$ cat src/rtl/dope_motion.sv
// dope_motion: player motion controller (walk, jump, gravity, respawn).
// Ports: clk, reset_n, restart, btn_left/right/jump, grounded -> dope_x/y, jump, facing, respawn.
module dope_motion #(
  parameter int TICK_DIV  = 1048576,
  parameter int WALK_STEP = 2,
  parameter int JUMP_V0   = 11,
  parameter int GRAVITY   = 1,
  parameter int MAX_FALL  = 3,
  parameter int X_MIN     = 65,
  parameter int X_MAX     = 627,
  parameter int Y_MIN     = 60,
  parameter int Y_MAX     = 479,
  parameter int X_START   = 65,
  parameter int Y_START   = 448
) (
  input  logic       clk,
  input  logic       reset_n,
  input  logic       restart,
  input  logic       btn_left,
  input  logic       btn_right,
  input  logic       btn_jump,
  input  logic       grounded,
  output logic [9:0] dope_x,
  output logic [9:0] dope_y,
  output logic       jump,
  output logic       facing,
  output logic       respawn
);

  localparam int CW = $clog2(TICK_DIV);
  localparam logic [CW-1:0] CNT_LAST = CW'(TICK_DIV - 1);

  localparam logic [10:0] XMIN11 = 11'(X_MIN);
  localparam logic [10:0] XMAX11 = 11'(X_MAX);
  localparam logic [10:0] YMIN11 = 11'(Y_MIN);
  localparam logic [10:0] YMAX11 = 11'(Y_MAX);
  localparam logic [10:0] WS11   = 11'(WALK_STEP);
  localparam logic [9:0]  XS10   = 10'(X_START);
  localparam logic [9:0]  YS10   = 10'(Y_START);
  localparam logic [4:0]  JV0    = 5'(JUMP_V0);
  localparam logic [4:0]  GRV    = 5'(GRAVITY);
  localparam logic [5:0]  MXF6   = 6'(MAX_FALL);

  typedef enum logic [1:0] {
    S_GROUND = 2'd0,
    S_RISE   = 2'd1,
    S_FALL   = 2'd2
  } state_t;

  state_t        state_q, state_d;
  logic [CW-1:0] cnt_q;
  logic          tick;
  logic          jbtn_q;
  logic          jreq_q;
  logic          jump_rise;
  logic [9:0]    x_q, x_d;
  logic [9:0]    y_q, y_d;
  logic [4:0]    vy_q, vy_d;
  logic          facing_q, facing_d;
  logic          respawn_q;
  logic          fall_out;

  logic [10:0]   x11, y11;
  logic [10:0]   y_fall;
  logic [5:0]    vy_sum;
  logic [4:0]    vy_new;

  assign tick      = (cnt_q == CNT_LAST);
  assign jump_rise = btn_jump & ~jbtn_q;
  assign x11       = {1'b0, x_q};
  assign y11       = {1'b0, y_q};

  always_ff @(posedge clk) begin
    if (!reset_n) jbtn_q <= 1'b0;
    else          jbtn_q <= btn_jump;
  end

  // State register and datapath registers
  always_ff @(posedge clk) begin
    if (!reset_n) begin
      state_q   <= S_FALL;
      cnt_q     <= '0;
      jreq_q    <= 1'b0;
      x_q       <= XS10;
      y_q       <= YS10;
      vy_q      <= '0;
      facing_q  <= 1'b1;
      respawn_q <= 1'b0;
    end else if (restart) begin
      state_q   <= S_FALL;
      cnt_q     <= '0;
      jreq_q    <= 1'b0;
      x_q       <= XS10;
      y_q       <= YS10;
      vy_q      <= '0;
      respawn_q <= 1'b0;
    end else begin
      respawn_q <= 1'b0;
      if (tick) begin
        cnt_q    <= '0;
        // an edge arriving in the tick cycle waits for the next tick
        jreq_q   <= jump_rise;
        facing_q <= facing_d;
        if (fall_out) begin
          state_q   <= S_FALL;
          x_q       <= XS10;
          y_q       <= YS10;
          vy_q      <= '0;
          respawn_q <= 1'b1;
        end else begin
          state_q <= state_d;
          x_q     <= x_d;
          y_q     <= y_d;
          vy_q    <= vy_d;
        end
      end else begin
        cnt_q  <= cnt_q + 1'b1;
        jreq_q <= jreq_q | jump_rise;
      end
    end
  end

  // Next-state and next-position logic, applied only on tick
  always_comb begin
    state_d  = state_q;
    y_d      = y_q;
    vy_d     = vy_q;
    x_d      = x_q;
    facing_d = facing_q;
    fall_out = 1'b0;
    y_fall   = y11;
    vy_sum   = {1'b0, vy_q} + {1'b0, GRV};
    vy_new   = (vy_sum > MXF6) ? MXF6[4:0] : vy_sum[4:0];

    unique case (1'b1)
      btn_left && !btn_right: begin
        facing_d = 1'b0;
        if (x11 < XMIN11 + WS11) x_d = XMIN11[9:0];
        else                     x_d = 10'(x11 - WS11);
      end
      btn_right && !btn_left: begin
        facing_d = 1'b1;
        if (x11 + WS11 > XMAX11) x_d = XMAX11[9:0];
        else                     x_d = 10'(x11 + WS11);
      end
      default: begin
        x_d = x_q;
      end
    endcase

    case (state_q)
      S_GROUND: begin
        if (jreq_q) begin
          state_d = S_RISE;
          vy_d    = JV0;
        end else if (!grounded) begin
          state_d = S_FALL;
          vy_d    = '0;
        end
      end
      S_RISE: begin
        if (y11 < YMIN11 + {6'd0, vy_q}) begin
          y_d     = YMIN11[9:0];
          state_d = S_FALL;
          vy_d    = '0;
        end else begin
          y_d = 10'(y11 - {6'd0, vy_q});
          if (vy_q <= GRV) begin
            vy_d    = '0;
            state_d = S_FALL;
          end else begin
            vy_d = vy_q - GRV;
          end
        end
      end
      S_FALL: begin
        if (grounded) begin
          state_d = S_GROUND;
          vy_d    = '0;
        end else begin
          vy_d   = vy_new;
          y_fall = y11 + {6'd0, vy_new};
          y_d    = y_fall[9:0];
          if (y_fall > YMAX11) fall_out = 1'b1;
        end
      end
      default: begin
        state_d = S_FALL;
        vy_d    = '0;
      end
    endcase
  end

  // Output logic
  always_comb begin
    dope_x  = x_q;
    dope_y  = y_q;
    jump    = (state_q == S_RISE);
    facing  = facing_q;
    respawn = respawn_q;
  end

endmodule
$ cat config.mk
export PLATFORM = sky130hd
export DESIGN_NAME = dope_motion
export DESIGN_NICKNAME = d
export VERILOG_FILES = /design/src/rtl/dope_motion.sv
export SDC_FILE = /design/constraint.sdc
export NUM_CORES = 1
export LEC_CHECK = 0
export CORE_MARGIN = 2
export CORE_UTILIZATION = 40
export DETAILED_ROUTE_END_ITERATION = 6
export PLACE_DENSITY = 0.55
export SETUP_SLACK_MARGIN = 0.4
export SLEW_MARGIN = 20
export SYNTH_ARGS = -nofsm -noshare
export SYNTH_HDL_FRONTEND = slang
export SYNTH_SLANG_ARGS = --single-unit
$ cat constraint.sdc
create_clock -name clk -period 4.56 [get_ports clk]
set_input_delay 1.368 -clock clk [delete_from_list [all_inputs] [get_ports clk]]
set_output_delay 1.368 -clock clk [all_outputs]
set_load 0.03 [all_outputs]
==> summary.txt, run 1 <==
Die
  – Chip height: 101 um
  – Row cnt: 35
  – Core Area: 9150 um^2
  – Full die area: 10,100 um^2
  – Initial cell density of the core: 0.408
  – Number of top-level pins: 30
  – Die W: 101 um

Route
  – Via-per-instance ratio: 5.90
  – Antenna-violating nets left: 0
  – Number of optimization iterations in the first detailed-route pass: 4
  – WL/cell: 16.4 um
  – 1st-iter DRT viols: 91
  – Via count: 3,601
  – Total wirelength of the detailed-routed design: 10000 um
  – Post-detailed-route DRC marker count: 0

Timing
  – Final worst path period need: 3.84 ns
  – Final Hold Violating Endpoints: 0
  – Post-layout worst setup margin: 0.722 ns
  – Number of setup violations in the final report: 0
  – Max Transition Viols Final: 0
  – Portion of the clock cycle consumed by the worst path in the final layout: 0.842
  – Setup TNS: 0 ns
  – RSZ-0062 raised after global routing: no
  – Post-route clock skew: 0.00802 ns
  – Transition time at the pin with the least slew margin: 1.06 ns
  – Tightest slew margin relative to the limit: 0.291
  – Max Clock Freq: 0.261 GHz

Setup path
  – Crit path kind: reg -> reg
  – Series of cell instances along the critical path: ha_1 > and4b_1 > and3_1 > a31oi_2 > nand2b_1 > ha_1 > inv_1 > fa_2 > or3_1 > a2111oi_2 > o31a_2 > o31ai_4 > or4_1 > o21ai_1
  – Worst stage delay on the critical path: 0.49 ns
  – Crit-path leading delay family: simple AND/OR/NAND/NOR gates
  – Critical path's most frequent cell: sky130_fd_sc_hd__ha_1
  – Crit path max fanout: 13
  – Required time worst endpoint: 4.81 ns
  – Crit path buffers/inverters: 1
  – Nature of the critical path endpoint: flip-flop
  – Critical Path Source Type: flip-flop
  – Master of the slowest instance on the critical path: sky130_fd_sc_hd__or4_1
  – Signal arrival time at the worst endpoint: 4.09 ns

Global route
  – Number of global-route vias before repair: 3,416
  – First-pass GRT wire length: 17,100 um
  – Residual overflow from global routing: 0
  – Antenna violations before repair: 0
  – Pin count of the biggest net entering global routing: 28
  – Global Route Usage Sum: 0.208

CTS
  – Sink count of the clock tree: 51
  – Number of buffers on the longest clock path: 2
  – Clock slew at reported path FFs: 0.11 ns
  – Clock tree from TritonCTS: done
  – Max H-tree Level: 2
  – Clock network latency to the later pin of the worst-skew pair: 0.31 ns
  – Clock tree root driver cell: sky130_fd_sc_hd__clkbuf_8
  – Number of buffers inserted during clock tree synthesis: 5

Synth
  – Arithmetic-cell share of the synthesized area counting full adders, half adders and majority gates: 0.0946
  – Synth Instances: 482
  – Synthesized netlist net count: 516
  – Combined area of all synthesized cells: 3730 um^2
  – Parity-gate share of the synthesized area counting xor and xnor cells: 0.0657
  – Count of cell types in the netlist: 63
  – Share of synthesized area spent on multiplexers: 0.0137
  – YS warnings: 0
  – Ys async rst share: 0
  – Fraction of the yosys area taken by sequential cells: 0.274
  – Synthesized-area fraction occupied by ao, oa, aoi and oai cells: 0.225
  – Post-synth EDFFs: 0
  – Post-synthesis simple-gate area fraction: 0.275
  – Syn Area/Cell: 7.74 um^2
  – Main synth FF type: sky130_fd_sc_hd__dfxtp_1
  – Synthesis-stage register bit count: 51
  – Dominant combinational cell family by area after synthesis: simple AND/OR/NAND/NOR gates

Outcome
  – Result of the run: finished, final reports clean

Power
  – Static leakage: 1.51 nW
  – IR drop worst, VDD: 140 uV
  – Ratio of total power to cell area: 183 nW/um^2

Flow run
  – Max capacitance violation total: 0

Worst hold path
  – Class of the tightest hold or removal check: reg -> reg

Placed design
  – Placer's final routability congestion estimate: 0.798
  – Post-detailed-placement half-perimeter wirelength: 7200 um
  – Place WS: 0.407 ns
  – Number of I/O port buffers: 29

Cells and area
  – Filler Cells Inserted: 921
  – Multi-input gate area in the final layout: 2550 um^2
  – Antenna cell count: 0
  – Fraction of final layout cells sized beyond drive strength 1: 0.0581
  – Post-synthesis to final-layout area growth: 13.2%
  – Area occupied by registers: 1020 um^2
  – Number of nets in the finished design: 532
==> per-stage QoR <==
step	instance area [um^2]	power, mW	utilization	hold slack (ns)	std cells
final	4230	0.773	0.462	0.456	610
after global routing	4230	0.807	0.462	0.487	610
after CTS	4200	0.785	0.459	0.459	609
after detailed placement	4090	0.494	0.447	0.436	601
after global placement	4090	0.494	0.447	0.436	601
after floorplan	3730	0.479	-	0.418	482
==> timing repair <==
| item | 4_1_cts | 5_1_grt |
|---|---|---|
| setup buffers | 0 | 1 |
| resized for setup | 2 | 3 |
| setup endpoints to repair | 2 | 9 |
| pin swaps | 0 | 1 |
| hold buffers | 0 | 0 |
==> where the power goes <==
group          internal (mW)  switching, mW  total [mW]
combinational         0.0133         0.0233      0.0366
clock                  0.114          0.174       0.288
sequential             0.447        0.00101       0.448
total                  0.574          0.198       0.773
==> cell families after synthesis <==
logic type      Yosys count
fa+ha+maj                27
compound gates          125
xor+xnor                 28
simple gates            197
mux                       5
other cells               1
buf+inv                  48
flops                    51
==> layout make-up <==
type | instances | area share
multi-input combinational | 383 | 0.603
sequential | 51 | 0.242
timing repair buffer | 36 | 0.0811
tap | 111 | 0.0329
inverter | 21 | 0.0187
clock buffer | 5 | 0.0163
clock inverter | 3 | 0.00651
==> sequential cells by signal, indices dropped and copies added (netlist names) <==
name     cells
cnt_q       20
dope_x      10
dope_y      10
vy_q         5
state_q      2
facing       1
jbtn_q       1
jreq_q       1
respawn      1
==> worst paths after layout <==
| check | to | slack, ns | startpoint | depth (start not counted) |
|---|---|---|---|---|
| max | dope_x[5] | 0.72 | vy_q[0] | 14 |
| min | cnt_q[0] | 0.46 | cnt_q[0] | 1 |
| max reg2reg | dope_x[5] | 0.72 | vy_q[0] | 14 |
| min reg2reg | cnt_q[0] | 0.46 | cnt_q[0] | 1 |
==> Yosys cell counts, drive strengths merged (7+ instances only) <==
cell type  number  share of area
clkbuf         15          0.015
nor2           55          0.055
o21a            8          0.016
nand4          10          0.017
o21ai          26          0.035
o31ai           7          0.015
nor3           21          0.030
xor2           21          0.049
buf            12          0.015
nand3          19          0.028
ha             25          0.084
a32o            7          0.019
dfxtp          51           0.27
nor2b           8          0.013
a31oi           8          0.013
nand2          29          0.029
a21oi          31          0.042
or3            10          0.017
inv            21          0.021
nand2b          8          0.013
xnor2           7          0.016
==> layout by cell type, fill, tap and decap left out, types with 8 or more instances in the layout <==
| cell type | synthesis | routed |
|---|---|---|
| sky130_fd_sc_hd__nor2_1 | 55 | 55 |
| sky130_fd_sc_hd__dfxtp_1 | 51 | 51 |
| sky130_fd_sc_hd__a21oi_1 | 31 | 31 |
| sky130_fd_sc_hd__nand2_1 | 29 | 29 |
| sky130_fd_sc_hd__clkdlybuf4s50_1 | 0 | 29 |
| sky130_fd_sc_hd__o21ai_0 | 25 | 25 |
| sky130_fd_sc_hd__ha_1 | 25 | 25 |
| sky130_fd_sc_hd__inv_1 | 21 | 21 |
| sky130_fd_sc_hd__xor2_1 | 21 | 21 |
| sky130_fd_sc_hd__nor3_1 | 20 | 19 |
| sky130_fd_sc_hd__nand3_1 | 17 | 17 |
| sky130_fd_sc_hd__nand4_1 | 10 | 10 |
| sky130_fd_sc_hd__or3_1 | 10 | 10 |
| sky130_fd_sc_hd__nand2b_1 | 8 | 8 |
| sky130_fd_sc_hd__o21a_1 | 8 | 8 |
| sky130_fd_sc_hd__nor2b_1 | 8 | 8 |
==> layer usage <==
layer  GRT usage  vias up  wire length [um]
met1       0.280     1744              4930
met2       0.354       54              4750
li1            -     1797                 -
met4      0.0495        0                93
met3      0.0257        6               225
met5           0        -                 0
Power figures use the tool's default switching activity.
==> inputs of run 2 (changes only) <==
--- a/config.mk
+++ b/config.mk
@@ -8,7 +8,7 @@
 export CORE_MARGIN = 2
 export CORE_UTILIZATION = 40
 export DETAILED_ROUTE_END_ITERATION = 6
-export PLACE_DENSITY = 0.55
+export PLACE_DENSITY = 0.58
 export SETUP_SLACK_MARGIN = 0.4
 export SLEW_MARGIN = 20
 export SYNTH_ARGS = -nofsm -noshare
==> constraint.sdc (replaced) <==
create_clock -name clk -period 3.1 [get_ports clk]
set_input_delay 0.93 -clock clk [delete_from_list [all_inputs] [get_ports clk]]
set_output_delay 0.93 -clock clk [all_outputs]
set_load 0.03 [all_outputs]
==> run 2 against run 1 <==
  * The run now ends with setup timing left
  * Non-clock buffer count grew 52
  * Clock-buffer cell count unchanged
  * First-iteration DRC count is 62% higher
  * Critical path depth rose by 3
  * Flip-flop and latch count is the same
  * Via count increased by 5.1%
  * Clock skew up 0.0034 ns
  * Critical endpoint is now dope_x[2]
  * Largest power group unchanged
==> summary.txt, run 2 (synthesis results as in run 1) <==
Placed design
  – Post-detailed-placement half-perimeter wirelength: 7270 um (+1.0%)
  – Number of I/O port buffers: 29 (unchanged)
  – Placer's final routability congestion estimate: 0.885 (+11%)

Global route
  – Residual overflow from global routing: 0 (unchanged)
  – Grt met3 use: 0.0257 (unchanged)
  – Antenna violations before repair: 0 (unchanged)
  – Pin count of the biggest net entering global routing: 20 (-29%)
  – First-pass GRT wire length: 17,400 um (+1.7%)
  – Met2 Track Usage GR: 0.354 (+0.000513)
  – Most heavily used metal layer in global routing: met2
  – Number of global-route vias before repair: 3,709 (+8.6%)
  – Met1 layer usage reported by global route: 0.271 (-0.00871)
  – Global Route Usage Sum: 0.208 (about the same)

Outcome
  – Failing checks: setup timing
  – Result of the run: finished, violations left

Power
  – Switching fraction of total power: 0.257 (+0.000338)
  – IR drop worst, VDD: 198 uV (+41%)
  – Clock network power share: 0.373 (about the same)
  – Logic pwr share: 0.055 (+0.008)
  – Net switching power of the design: 0.294 mW (+48%)
  – Static leakage: 1.80 nW (+20%)
  – Internal power: 0.851 mW (+48%)
  – Register share of total power: 0.572 (-0.007)
  – Total chip power: 1.15 mW (+48%)
  – Ratio of total power to cell area: 230 nW/um^2 (+26%)

Route
  – 1st-iter DRT viols: 147 (+62%)
  – Antenna-violating nets left: 0 (unchanged)
  – Number of optimization iterations in the first detailed-route pass: 4 (unchanged)
  – Total wirelength of the detailed-routed design: 10,200 um (+2.1%)
  – Via count: 3,786 (+5.1%)
  – Post-detailed-route DRC marker count: 0 (unchanged)
  – Via-per-instance ratio: 5.72 (-3.1%)
  – WL/cell: 15.4 um (-5.9%)

Die
  – Initial cell density of the core: 0.408 (unchanged)
  – Core Area: 9150 um^2 (unchanged)
  – Full die area: 10,100 um^2 (unchanged)
  – Chip height: 101 um (unchanged)
  – Number of top-level pins: 30 (unchanged)
  – Die W: 101 um (unchanged)
  – Row cnt: 35 (unchanged)

CTS
  – Clock slew at reported path FFs: 0.11 ns (about the same)
  – Max H-tree Level: 2 (unchanged)
  – Clock tree from TritonCTS: done
  – Sink count of the clock tree: 51 (unchanged)
  – Clock tree root driver cell: sky130_fd_sc_hd__clkbuf_8
  – Number of buffers on the longest clock path: 2 (unchanged)
  – Count of hold buffers inserted by post-cts repair: 0 (unchanged)
  – Clock network latency to the later pin of the worst-skew pair: 0.32 ns (about the same)
  – Number of buffers inserted during clock tree synthesis: 5 (unchanged)

Timing
  – RSZ-0062 raised after global routing: yes
  – Final Hold Violating Endpoints: 0 (unchanged)
  – Transition time at the pin with the least slew margin: 1.00 ns (-0.0578 ns)
  – Setup TNS: -5.36 ns (-5.36 ns)
  – Worst hold slack: 0.456 ns (+0.000182 ns)
  – Post-route clock skew: 0.0114 ns (+0.00337 ns)
  – Number of setup violations in the final report: 22 (+22)
  – Max Transition Viols Final: 0 (unchanged)
  – Portion of the clock cycle consumed by the worst path in the final layout: 1.12 (+0.273)
  – Tightest slew margin relative to the limit: 0.324 (+0.0338)
  – Final worst path period need: 3.46 ns (-0.381 ns)
  – Max Clock Freq: 0.289 GHz (+11%)
  – Post-layout worst setup margin: -0.357 ns (-1.08 ns)

Cells and area
  – Filler Cells Inserted: 838 (-9.0%)
  – Number of nets in the finished design: 584 (+9.8%)
  – Antenna cell count: 0 (unchanged)
  – Number of flip-flops in the largest register: 20 (unchanged)
  – Multi-input gate area in the final layout: 2840 um^2 (+11%)
  – Fraction of final layout cells sized beyond drive strength 1: 0.236 (+0.178)
  – Most frequent cells in the layout: 52 x sky130_fd_sc_hd__nor2_1, 49 x sky130_fd_sc_hd__buf_4, 45 x sky130_fd_sc_hd__dfxtp_1, 28 x sky130_fd_sc_hd__nand2_1, 28 x sky130_fd_sc_hd__clkdlybuf4s50_1
  – Most frequent standard cell in the layout excluding fill and tap cells: sky130_fd_sc_hd__nor2_1
  – Reg with most FFs: cnt_q
  – Post-synthesis to final-layout area growth: 33.4%
  – Area occupied by registers: 1040 um^2 (+1.7%)

Setup path
  – Nature of the critical path endpoint: flip-flop
  – Signal arrival time at the worst endpoint: 3.67 ns (-0.42 ns)
  – Crit path launch: vy_q[3]
  – Cell depth of the worst flop-to-flop path: 17 (+3)
  – Critical Path Source Type: flip-flop
  – Worst r2r src: vy_q[3]
  – Crit path kind: reg -> reg
  – Required time worst endpoint: 3.31 ns (-1.50 ns)
  – Crit path max fanout: 6 (-7)
  – Terminus of the critical flop-to-flop path: dope_x[2]
  – Flop-to-flop setup slack: -0.36 ns (-1.08 ns)
  – Capture point of the worst path: dope_x[2]

Flow run
  – Max capacitance violation total: 0 (unchanged)

Worst hold path
  – Worst Min Path Start: cnt_q[0]
  – Hold Path Cell Cnt: 1 (unchanged)
  – Class of the tightest hold or removal check: reg -> reg
==> run 2: cell count changes in the layout (fill, tap and decap cells not counted), sizes merged <==
| cell | change |
|---|---|
| dlygate4sd2 | +1 |
| clkinvlp | -1 |
| clkdlybuf4s50 | -1 |
| inv | +1 |
| buf | +52 |
==> run 2: routing by layer <==
layer | routed length (um) | part of all wire
met1 | 4740 | 0.46
met2 | 4880 | 0.48
met3 | 452 | 0.044
met4 | 140 | 0.014
met5 | 0 | 0
==> run 2: area by class of cell <==
| cell class | instances | share of cell area |
|---|---|---|
| multi-input cells | 383 | 0.570 |
| flip-flops and latches | 51 | 0.209 |
| repair buffers | 88 | 0.157 |
| well taps | 111 | 0.0279 |
| inverters | 21 | 0.0168 |
| clock buffers | 5 | 0.0138 |
| clock inverters | 3 | 0.00578 |
==> run 2: power by group through the flow <==
stage	sequential, mW	combinational, mW	clock, mW
floorplan	0.672	0.0325	0
global placement	0.672	0.0597	0
detailed placement	0.672	0.0603	0
CTS	0.657	0.0615	0.447
global route	0.656	0.0692	0.470
finish	0.655	0.0625	0.428
==> run 2: worst max-delay path: stages (launching register included) <==
cell                       delay (ns)
sky130_fd_sc_hd__dfxtp_4         0.38
sky130_fd_sc_hd__ha_4            0.15
sky130_fd_sc_hd__nand3b_1        0.14
sky130_fd_sc_hd__o21ai_1         0.15
sky130_fd_sc_hd__a31oi_4         0.13
sky130_fd_sc_hd__buf_6           0.13
sky130_fd_sc_hd__or2_4           0.25
sky130_fd_sc_hd__inv_4           0.06
sky130_fd_sc_hd__fa_2            0.21
sky130_fd_sc_hd__buf_6           0.12
sky130_fd_sc_hd__and3b_1         0.15
sky130_fd_sc_hd__nand4b_1        0.11
sky130_fd_sc_hd__o211a_1         0.13
sky130_fd_sc_hd__o31a_4          0.40
sky130_fd_sc_hd__o31ai_4         0.40
sky130_fd_sc_hd__nor2b_2         0.09
sky130_fd_sc_hd__buf_4           0.15
sky130_fd_sc_hd__a32o_1          0.20
==> run 2: repair_timing <==
item,in CTS,in global routing
setup endpoints to repair,29,30
pin swaps,8,26
setup buffers,5,7
resized for setup,25,51
cloned,0,0
==> run 2: worst min-delay path by stage <==
| stage | to | slack, ns |
|---|---|---|
| floorplan | cnt_q[0] | 0.42 |
| finish | cnt_q[0] | 0.46 |
| global route | cnt_q[0] | 0.49 |
| CTS | cnt_q[0] | 0.46 |
| global placement | cnt_q[0] | 0.43 |
| detailed placement | cnt_q[0] | 0.44 |
==> run 2: per-stage QoR <==
stage	setup WS, ns	utilization	instance area, um^2	instances
3_5_place_dp	-0.315	0.488	4470	642
2_1_floorplan	-0.144	-	3790	482
5_1_grt	-0.462	0.544	4980	662
3_3_place_gp	-0.225	0.488	4470	642
6_report	-0.357	0.544	4980	662
4_1_cts	-0.286	0.515	4720	655
==> inputs of run 3 (changes only) <==
--- a/config.mk
+++ b/config.mk
@@ -8,7 +8,7 @@
 export CORE_MARGIN = 2
 export CORE_UTILIZATION = 40
 export DETAILED_ROUTE_END_ITERATION = 6
-export PLACE_DENSITY = 0.58
+export PLACE_DENSITY = 0.63
 export SETUP_SLACK_MARGIN = 0.4
 export SLEW_MARGIN = 20
 export SYNTH_ARGS = -nofsm -noshare
==> run 3 against run 2 <==
  * The flow still finishes with violations (setup timing)
  * Core utilization is 0.40 points higher
  * Clock power decreased by 0.9%
  * Maximum frequency shrank 1.6%
  * Non-clock buffer count rose by 6
  * Total power fell by 0.19%
  * Register-to-register slack lost 0.06 ns
  * Worst hold slack gained 0.0094 ns
  * Final cell count up 0.91%
  * Global-route usage up 0.46 points
  * Setup slack worse by 0.057 ns
  * Largest cell class unchanged
  * Highest routed layer unchanged
==> summary.txt, run 3 (synthesis results as in run 1) <==
Cells and area
  – Number of nets in the finished design: 590 (+1.0%)
  – Number of flip-flops in the largest register: 20 (unchanged)
  – Final instance area: 5010 um^2 (+0.73%)
  – Most frequent cells in the layout: 52 x sky130_fd_sc_hd__nor2_1, 51 x sky130_fd_sc_hd__buf_4, 44 x sky130_fd_sc_hd__dfxtp_1, 29 x sky130_fd_sc_hd__nand2_1, 28 x sky130_fd_sc_hd__clkdlybuf4s50_1
  – Antenna cell count: 0 (unchanged)
  – Reg with most FFs: cnt_q
  – Post-synthesis to final-layout area growth: 34.4%
  – Fraction of final layout cells sized beyond drive strength 1: 0.239 (+0.00284)
  – Most frequent standard cell in the layout excluding fill and tap cells: sky130_fd_sc_hd__nor2_1
  – Utilization after layout: 0.548 (+0.00396)

Route
  – Number of optimization iterations in the first detailed-route pass: 4 (unchanged)
  – WL/cell: 15.9 um (+3.0%)
  – Via count: 3,858 (+1.9%)
  – Post-detailed-route DRC marker count: 0 (unchanged)
  – Antenna-violating nets left: 0 (unchanged)
  – Total wirelength of the detailed-routed design: 10,600 um (+4.0%)
  – 1st-iter DRT viols: 173 (+18%)
  – Via-per-instance ratio: 5.78 (+0.99%)

Timing
  – Worst hold slack: 0.466 ns (+0.00940 ns)
  – Final Hold Violating Endpoints: 0 (unchanged)
  – Transition time at the pin with the least slew margin: 0.925 ns (-0.0790 ns)
  – Number of setup violations in the final report: 23 (+4.5%)
  – Setup TNS: -5.29 ns (+0.0676 ns)
  – Final worst path period need: 3.51 ns (+0.0575 ns)
  – Max Transition Viols Final: 0 (unchanged)
  – Max Clock Freq: 0.285 GHz (-1.6%)
  – Post-layout worst setup margin: -0.415 ns (-0.0575 ns)
  – RSZ-0062 raised after global routing: yes
  – Post-route clock skew: 0.00832 ns (-0.00307 ns)
  – Portion of the clock cycle consumed by the worst path in the final layout: 1.13 (+0.0185)
  – Tightest slew margin relative to the limit: 0.378 (+0.0532)

Die
  – Row cnt: 35 (unchanged)
  – Number of top-level pins: 30 (unchanged)
  – Die W: 101 um (unchanged)
  – Core Area: 9150 um^2 (unchanged)
  – Full die area: 10,100 um^2 (unchanged)
  – Chip height: 101 um (unchanged)
  – Initial cell density of the core: 0.408 (unchanged)

Setup path
  – Required time worst endpoint: 3.36 ns (+0.05 ns)
  – Signal arrival time at the worst endpoint: 3.78 ns (+0.11 ns)
  – Critical Path Source Type: flip-flop
  – Flop-to-flop setup slack: -0.41 ns (-0.06 ns)
  – Worst r2r src: vy_q[0]
  – Crit path max fanout: 4 (-2)
  – Nature of the critical path endpoint: flip-flop
  – Crit path launch: vy_q[0]
  – Crit path kind: reg -> reg

CTS
  – Clock slew at reported path FFs: 0.11 ns (about the same)
  – Count of hold buffers inserted by post-cts repair: 0 (unchanged)
  – Clock network latency to the later pin of the worst-skew pair: 0.32 ns (about the same)
  – Number of buffers on the longest clock path: 2 (unchanged)
  – Sink count of the clock tree: 51 (unchanged)
  – Clock tree root driver cell: sky130_fd_sc_hd__clkbuf_8
  – Max H-tree Level: 2 (unchanged)
  – Number of buffers inserted during clock tree synthesis: 5 (unchanged)
  – Clock tree from TritonCTS: done

Placed design
  – Number of I/O port buffers: 29 (unchanged)
  – Post-detailed-placement half-perimeter wirelength: 7420 um (+2.0%)
  – Placer's final routability congestion estimate: 0.856 (-3.2%)
  – Instance area after placement: 4450 um^2 (-0.50%)

Global route
  – Pin count of the biggest net entering global routing: 21 (+5.0%)
  – Residual overflow from global routing: 0 (unchanged)
  – Global Route Usage Sum: 0.212 (+0.00462)
  – Number of global-route vias before repair: 3,679 (-0.81%)
  – First-pass GRT wire length: 17,500 um (+0.20%)
  – Antenna violations before repair: 0 (unchanged)

Outcome
  – Result of the run: finished, violations left
  – Failing checks: setup timing

Worst hold path
  – Class of the tightest hold or removal check: reg -> reg
  – Worst Min Path Start: cnt_q[0]

Power
  – Static leakage: 1.82 nW (+1.1%)
  – Total chip power: 1.14 mW (-0.19%)
  – IR drop worst, VDD: 178 uV (-10%)
  – Ratio of total power to cell area: 228 nW/um^2 (-0.91%)

Flow run
  – Max capacitance violation total: 0 (unchanged)
run 3: changes by cell type in the layout (fill, tap and decap cells not counted), moves of 2 or more:
| cell | delta |
|---|---|
| sky130_fd_sc_hd__o21ai_0 | +3 |
| sky130_fd_sc_hd__dfxtp_2 | +2 |
| sky130_fd_sc_hd__o21ai_1 | -3 |
| sky130_fd_sc_hd__a21oi_1 | +3 |
| sky130_fd_sc_hd__buf_4 | +2 |
| sky130_fd_sc_hd__a21oi_2 | -3 |
| sky130_fd_sc_hd__buf_6 | +5 |
| sky130_fd_sc_hd__nor3_2 | -2 |
run 3: path summary, 6_finish.rpt:
| path | end | depth (start not counted) |
|---|---|---|
| max | dope_x[5] | 15 |
| min | cnt_q[0] | 1 |
| max reg2reg | dope_x[5] | 15 |
| min reg2reg | cnt_q[0] | 1 |
run 3: worst max-delay path, cell delays in order (launching register included):
cell                        delay, ns
sky130_fd_sc_hd__dfxtp_4         0.37
sky130_fd_sc_hd__ha_4            0.15
sky130_fd_sc_hd__and4b_1         0.18
sky130_fd_sc_hd__and3_4          0.15
sky130_fd_sc_hd__a31oi_4         0.17
sky130_fd_sc_hd__nand2b_4        0.16
sky130_fd_sc_hd__ha_4            0.13
sky130_fd_sc_hd__inv_2           0.04
sky130_fd_sc_hd__fa_2            0.37
sky130_fd_sc_hd__or3_4           0.39
sky130_fd_sc_hd__a2111oi_4       0.36
sky130_fd_sc_hd__o31a_4          0.21
sky130_fd_sc_hd__o31ai_4         0.09
sky130_fd_sc_hd__buf_4           0.16
sky130_fd_sc_hd__or4_4           0.41
sky130_fd_sc_hd__o21ai_2         0.12
run 3: metrics by stage:
| stage | cells | setup slack, ns |
|---|---|---|
| 6_report | 668 | -0.415 |
| 2_1_floorplan | 482 | -0.144 |
| 3_5_place_dp | 639 | -0.414 |
| 4_1_cts | 661 | -0.252 |
| 3_3_place_gp | 639 | -0.278 |
| 5_1_grt | 668 | -0.530 |
run 3: layout make-up:
class / count / area (um^2)
timing repair buffer: 94 / 838
clock inverter: 3 / 25.0
inverter: 21 / 83.8
tap: 111 / 139
multi-input combinational: 383 / 2820
clock buffer: 5 / 68.8
fill: 836 / 4140
sequential: 51 / 1040
run 3: power by group:
part | switching (mW) | total, mW | internal [mW]
Clock | 0.258 | 0.424 | 0.165
Combinational | 0.0362 | 0.0635 | 0.0273
Sequential | 0.00160 | 0.656 | 0.655
run 3: repair_timing:
action,4_1_cts,5_1_grt
pin swaps,14,23
gates cloned,0,0
gates resized for setup,40,35
setup buffers,14,7
endpoints found under the setup margin,29,31
run 3: per-layer routing:
| metal | share of wire | wire, um | vias to the layer above | GRT usage |
|---|---|---|---|---|
| li1 | - | - | 1919 | - |
| met1 | 0.45 | 4820 | 1842 | 0.279 |
| met2 | 0.49 | 5250 | 80 | 0.362 |
| met3 | 0.036 | 380 | 17 | 0.0319 |
| met4 | 0.016 | 168 | 0 | 0.0590 |
| met5 | 0 | 0 | - | 0 |
